$ cat config.mk
export PLATFORM = sky130hd
export DESIGN_NAME = mem_arbiter
export DESIGN_NICKNAME = d
export VERILOG_FILES = /design/src/rtl/mem_arbiter.sv
export SDC_FILE = /design/constraint.sdc
export NUM_CORES = 1
export LEC_CHECK = 0
export ABC_AREA = 1
export ABC_CLOCK_PERIOD_IN_PS = 11540
export BUFFER_PORTS_ARGS = -buffer_cell sky130_fd_sc_hd__buf_2
export CAP_MARGIN = 20
export CELL_PAD_IN_SITES_DETAIL_PLACEMENT = 0
export CELL_PAD_IN_SITES_GLOBAL_PLACEMENT = 1
export CORE_AREA = 4 4 147 149
export CTS_CLUSTER_DIAMETER = 120
export CTS_CLUSTER_SIZE = 20
export DETAILED_ROUTE_END_ITERATION = 10
export DIE_AREA = 0 0 151 153
export PLACE_DENSITY = 0.9
export SYNTH_ARGS = -nofsm -noshare
export SYNTH_HDL_FRONTEND = slang
export SYNTH_SLANG_ARGS = --single-unit
$ cat constraint.sdc
create_clock -name clk -period 11.54 [get_ports clk]
set_input_delay 0.577 -clock clk [delete_from_list [all_inputs] [get_ports clk]]
set_output_delay 0.577 -clock clk [all_outputs]
set_load 0.05 [all_outputs]
$ cat src/rtl/mem_arbiter.sv
// Arbitrates a fetcher and a load/store buffer onto a byte-wide single-port RAM.
// Word and half-word transfers are serialised into back-to-back byte accesses.
module mem_arbiter #(
  parameter int ADDR_W = 32
) (
  input  logic              clk,
  input  logic              rst,
  input  logic              flush,
  input  logic              inst_req,
  input  logic [ADDR_W-1:0] inst_addr,
  output logic              inst_done,
  output logic [31:0]       inst_data,
  input  logic              data_req,
  input  logic              data_we,
  input  logic [ADDR_W-1:0] data_addr,
  input  logic [1:0]        data_size,
  input  logic [31:0]       data_wdata,
  output logic              data_done,
  output logic [31:0]       data_rdata,
  output logic [ADDR_W-1:0] mem_a,
  output logic [7:0]        mem_dout,
  output logic              mem_wr,
  input  logic [7:0]        mem_din
);

  typedef enum logic [1:0] {
    IDLE    = 2'd0,
    INST_RD = 2'd1,
    DATA_RD = 2'd2,
    DATA_WR = 2'd3
  } state_t;

  state_t            state_q, state_d;
  logic [2:0]        cnt_q, cnt_d;
  logic [2:0]        len_q, len_d;
  logic              last_q, last_d;
  logic [ADDR_W-1:0] addr_q, addr_d;
  logic [31:0]       wdata_q, wdata_d;
  logic [31:0]       rbuf_q, rbuf_d;
  logic              inst_done_q, inst_done_d;
  logic              data_done_q, data_done_d;
  logic [31:0]       inst_data_q, inst_data_d;
  logic [31:0]       data_rdata_q, data_rdata_d;

  logic              gnt_inst, gnt_data, pick_inst;
  logic [2:0]        cnt_inc;
  logic [31:0]       rd_merged;

  function automatic logic [2:0] size_to_len(input logic [1:0] size);
    case (size)
      2'd0:    return 3'd1;
      2'd1:    return 3'd2;
      default: return 3'd4;
    endcase
  endfunction

  function automatic logic [31:0] put_byte(input logic [31:0] word, input logic [1:0] idx,
                                           input logic [7:0] b);
    logic [31:0] r;
    r = word;
    case (idx)
      2'd0: r[7:0]   = b;
      2'd1: r[15:8]  = b;
      2'd2: r[23:16] = b;
      default: r[31:24] = b;
    endcase
    return r;
  endfunction

  function automatic logic [7:0] get_byte(input logic [31:0] word, input logic [1:0] idx);
    case (idx)
      2'd0:    return word[7:0];
      2'd1:    return word[15:8];
      2'd2:    return word[23:16];
      default: return word[31:24];
    endcase
  endfunction

  // mem_din lags mem_a by one cycle, so the byte arriving now belongs to address cnt-1.
  assign cnt_inc   = cnt_q + 3'd1;
  assign rd_merged = put_byte(rbuf_q, cnt_q[1:0] - 2'd1, mem_din);

  always_comb begin
    state_d      = state_q;
    cnt_d        = cnt_q;
    len_d        = len_q;
    last_d       = last_q;
    addr_d       = addr_q;
    wdata_d      = wdata_q;
    rbuf_d       = rbuf_q;
    inst_done_d  = 1'b0;
    data_done_d  = 1'b0;
    inst_data_d  = inst_data_q;
    data_rdata_d = data_rdata_q;

    gnt_inst  = inst_req && !flush;
    gnt_data  = data_req && (data_we || !flush);
    pick_inst = gnt_inst && (!gnt_data || last_q);

    case (state_q)
      IDLE: begin
        // A requester still holding its request during its done cycle must not be re-granted.
        if (!(inst_done_q || data_done_q) && (gnt_inst || gnt_data)) begin
          cnt_d  = 3'd0;
          rbuf_d = 32'd0;
          last_d = !pick_inst;
          if (pick_inst) begin
            state_d = INST_RD;
            addr_d  = inst_addr;
            len_d   = 3'd4;
          end else begin
            state_d = data_we ? DATA_WR : DATA_RD;
            addr_d  = data_addr;
            len_d   = size_to_len(data_size);
            wdata_d = data_wdata;
          end
        end
      end
      INST_RD, DATA_RD: begin
        if (flush) begin
          state_d = IDLE;
        end else if (cnt_q == len_q) begin
          state_d = IDLE;
          if (state_q == INST_RD) begin
            inst_done_d = 1'b1;
            inst_data_d = rd_merged;
          end else begin
            data_done_d  = 1'b1;
            data_rdata_d = rd_merged;
          end
        end else begin
          cnt_d = cnt_inc;
          if (cnt_q != 3'd0) rbuf_d = rd_merged;
        end
      end
      DATA_WR: begin
        if (cnt_inc == len_q) begin
          state_d     = IDLE;
          data_done_d = 1'b1;
        end else begin
          cnt_d = cnt_inc;
        end
      end
      default: state_d = IDLE;
    endcase
  end

  always_comb begin
    mem_a    = '0;
    mem_dout = 8'd0;
    mem_wr   = 1'b0;
    if (state_q != IDLE) mem_a = addr_q + ADDR_W'(cnt_q);
    if (state_q == DATA_WR) begin
      mem_wr   = 1'b1;
      mem_dout = get_byte(wdata_q, cnt_q[1:0]);
    end
  end

  always_ff @(posedge clk) begin
    if (rst) begin
      state_q      <= IDLE;
      cnt_q        <= 3'd0;
      last_q       <= 1'b1;
      inst_done_q  <= 1'b0;
      data_done_q  <= 1'b0;
      inst_data_q  <= 32'd0;
      data_rdata_q <= 32'd0;
    end else begin
      state_q      <= state_d;
      cnt_q        <= cnt_d;
      last_q       <= last_d;
      inst_done_q  <= inst_done_d;
      data_done_q  <= data_done_d;
      inst_data_q  <= inst_data_d;
      data_rdata_q <= data_rdata_d;
    end
  end

  // Transfer context is only consumed outside IDLE, so it needs no reset.
  always_ff @(posedge clk) begin
    addr_q  <= addr_d;
    len_q   <= len_d;
    wdata_q <= wdata_d;
    rbuf_q  <= rbuf_d;
  end

  assign inst_done  = inst_done_q;
  assign data_done  = data_done_q;
  assign inst_data  = inst_data_q;
  assign data_rdata = data_rdata_q;

endmodule
==> metrics.cfg <==
[setup_path]
worst_setup_path_end_kind = output pin
critPathMaxStageDelay_ns = 0.48
worstPathCellList = ha_1 -> inv_1 -> fa_1 -> inv_1 -> nand2_1 -> nand2_1 -> nand2_1 -> nor2_1 -> nand2_1 -> nor2_2 -> nand3b_1 -> a21oi_1 -> buf_2
cpMostUsedCell = nand2_1
worstSetupPathType = reg2out
slowest_stage = dfxtp_1
cp_data_arrival_time_ns = 3.17
crit_required_ns = 10.96
startpoint_type = flop
crit_path_max_fanout = 8

[timing]
setup_tns_ns = 0
worstMarginPinSlew_ns = 1.015
period_share_pct = 32.46
hold_slack_ns = 0.3250
fmax_mhz = 266.9
max_slew_margin_pct = 32.18
min_period_ns = 3.746
drv_slew = 0
rsz0062_at_grt = no
final_hold_viol_count = 0
clock_skew_ns = 0.01225
finalSetupViolations = 0

[routing]
drc = 0
drtIter0Drc = 539
antenna_left = 0
vias_per_cell = 4.832
vias = 7330
wl_per_cell_um = 14.95
wl_um = 22670
firstDrtPassIters = 4

[place]
dp.cells = 1483
port_buffers = 218
hpwl_um = 16280
gp_congestion = 0.9237

[clock_network]
post_cts_buffers = 0
numCtsBuffers = 17
max-clock-path-buffers = 2
cts_resized = 0
cts.clk_slew.worst_paths_ns = 0.07
cts_num_sinks = 171
cts_hold_buf = 0
cts_tree = yes
clock_latency_ns = 0.43
htree_num_levels = 4
clk_root_buffer_cell = clkbuf_16

[power_and_ir_drop]
power_density_nw_per_um2 = 237.6
p_leak_nw = 4.659
ir_worst_vdd_v = 0.0001255

[die]
num_io_pins = 219
design.die.area_um2 = 23100
die_w_um = 151
row_count = 52
initial_utilization_pct = 40.71
core_um2 = 20170
die_h_um = 153

[logic_synthesis]
synth_seq_area_share_pct = 53.76
synth_edf_count = 99
synth.avg_cell_area_um2 = 7.925
synth_cells = 1036
async_flop_share_pct = 0
yosysUniqueCellTypes = 30
yosys_warnings = 0
syn_nets = 1163
ys.flop_type = edfxtp_1
ys_seq_elements = 171
syn_area_um2 = 8210

[final_layout]
syn2layout_area_growth_pct = 23.74
final_nets = 1361
area.sequential_um2 = 4414
finalNonFillerCells = 1517
fillers = 1984
fin_util_pct = 50.37
multi_input_area_um2 = 3238
antenna_cells = 0
drive_above_1_share_pct = 21.73

[global_routing]
use_met1_pct = 27.04
grtUsageMet2_pct = 30.48
grt_max_degree = 54
grt-ovfl-total = 0
antenna_found_initial = 0
grt_first_pass_wirelength_um = 35710
grtUsageTotal_pct = 19.46
grtUsageMet3_pct = 4.264
grt_pass1_vias = 6869
busiest_layer = met2

[hold_path]
hold_path.class = in2reg

[run]
drv_cap = 0

[status]
status = finished, final reports clean

cell usage after synthesis (9+ instances only):
cell	n	area, µm²
nor3_1	15	75.07
dfxtp_1	72	1441
clkbuf_1	28	105.1
nand2_1	330	1239
a31oi_1	9	56.30
nand3_1	61	305.3
inv_1	98	367.9
edfxtp_1	99	2973
nor2_1	126	473.0
o21ai_0	65	325.3
buf_2	12	60.06
a21oi_1	75	375.4
ha_1	14	175.2
worst paths after layout:
kind,startpoint,to,slack (ns),cells past startpoint
setup reg to reg,state_q[1],wdata_q[7],7.97,7
hold reg to reg,inst_data[14],inst_data[14],0.46,2
setup / recovery,cnt_q[0],mem_a[30],7.79,13
hold / removal,data_wdata[0],wdata_q[0],0.33,1
report_power, final:
| group | switching, W | internal (W) |
|---|---|---|
| clock network | 0.000275 | 0.000297 |
| logic | 0.000705 | 0.000228 |
| registers | 0.0000642 | 0.000845 |
metal layers:
layer,wire [µm],part of all wire [%],up-vias
li1,-,-,3761
met1,10400,46,3323
met2,10490,46,214
met3,1373,6.1,32
met4,412,1.8,0
met5,0,0,-
cell type report:
| class | count | area share (%) |
|---|---|---|
| clock inverters | 15 | 1.823 |
| well taps | 270 | 3.325 |
| inverters | 100 | 3.695 |
| clock buffers | 17 | 4.187 |
| multi-input cells | 719 | 31.87 |
| flip-flops and latches | 171 | 43.45 |
| repair buffers | 225 | 11.65 |
metrics by stage:
step	instance area, µm²	setup WS (ns)	power [W]
after detailed placement	9494	7.479	0.001837
after global placement	9494	7.622	0.001824
final	10160	7.794	0.002414
after CTS	10100	7.461	0.002409
after floorplan	8210	7.789	0.001589
after global routing	10160	7.557	0.002568
critical path: cells and delay by family, from the launching register on:
| family | cells | cell delay (ns) |
|---|---|---|
| flip-flops | 1 | 0.48 |
| AO/OA/AOI/OAI | 1 | 0.24 |
| adder cells (fa/ha/maj) | 2 | 0.64 |
| buffers and inverters | 3 | 0.45 |
| AND/OR/NAND/NOR | 7 | 0.91 |
sequential cells by signal, indices dropped and copies added (netlist names):
name	flops
addr_q	32
data_rdata	32
state_q	2
len_q	3
last_q	1
inst_data	32
rbuf_q	32
data_done	1
wdata_q	32
cnt_q	3
inst_done	1
logic make-up (layout without fill, tap and decap cells):
logic type / Yosys count / after routing / synth area share (%)
fa+ha+maj: 15 / 15 / 2.377
flops: 171 / 171 / 53.76
buf+inv: 146 / 357 / 6.949
compound gates: 151 / 151 / 9.403
xor+xnor: 6 / 6 / 0.6400
simple gates: 547 / 547 / 26.87
placed cells by master (no fill, tap or decap), drive strengths merged, types with 17 or more instances in the layout:
master	n
edfxtp	99
nand2	332
dfxtp	72
buf	225
o21ai	65
inv	109
a21oi	75
nand3	62
clkbuf	17
nor2	130
No activity file was read; power rests on OpenSTA's default activity.
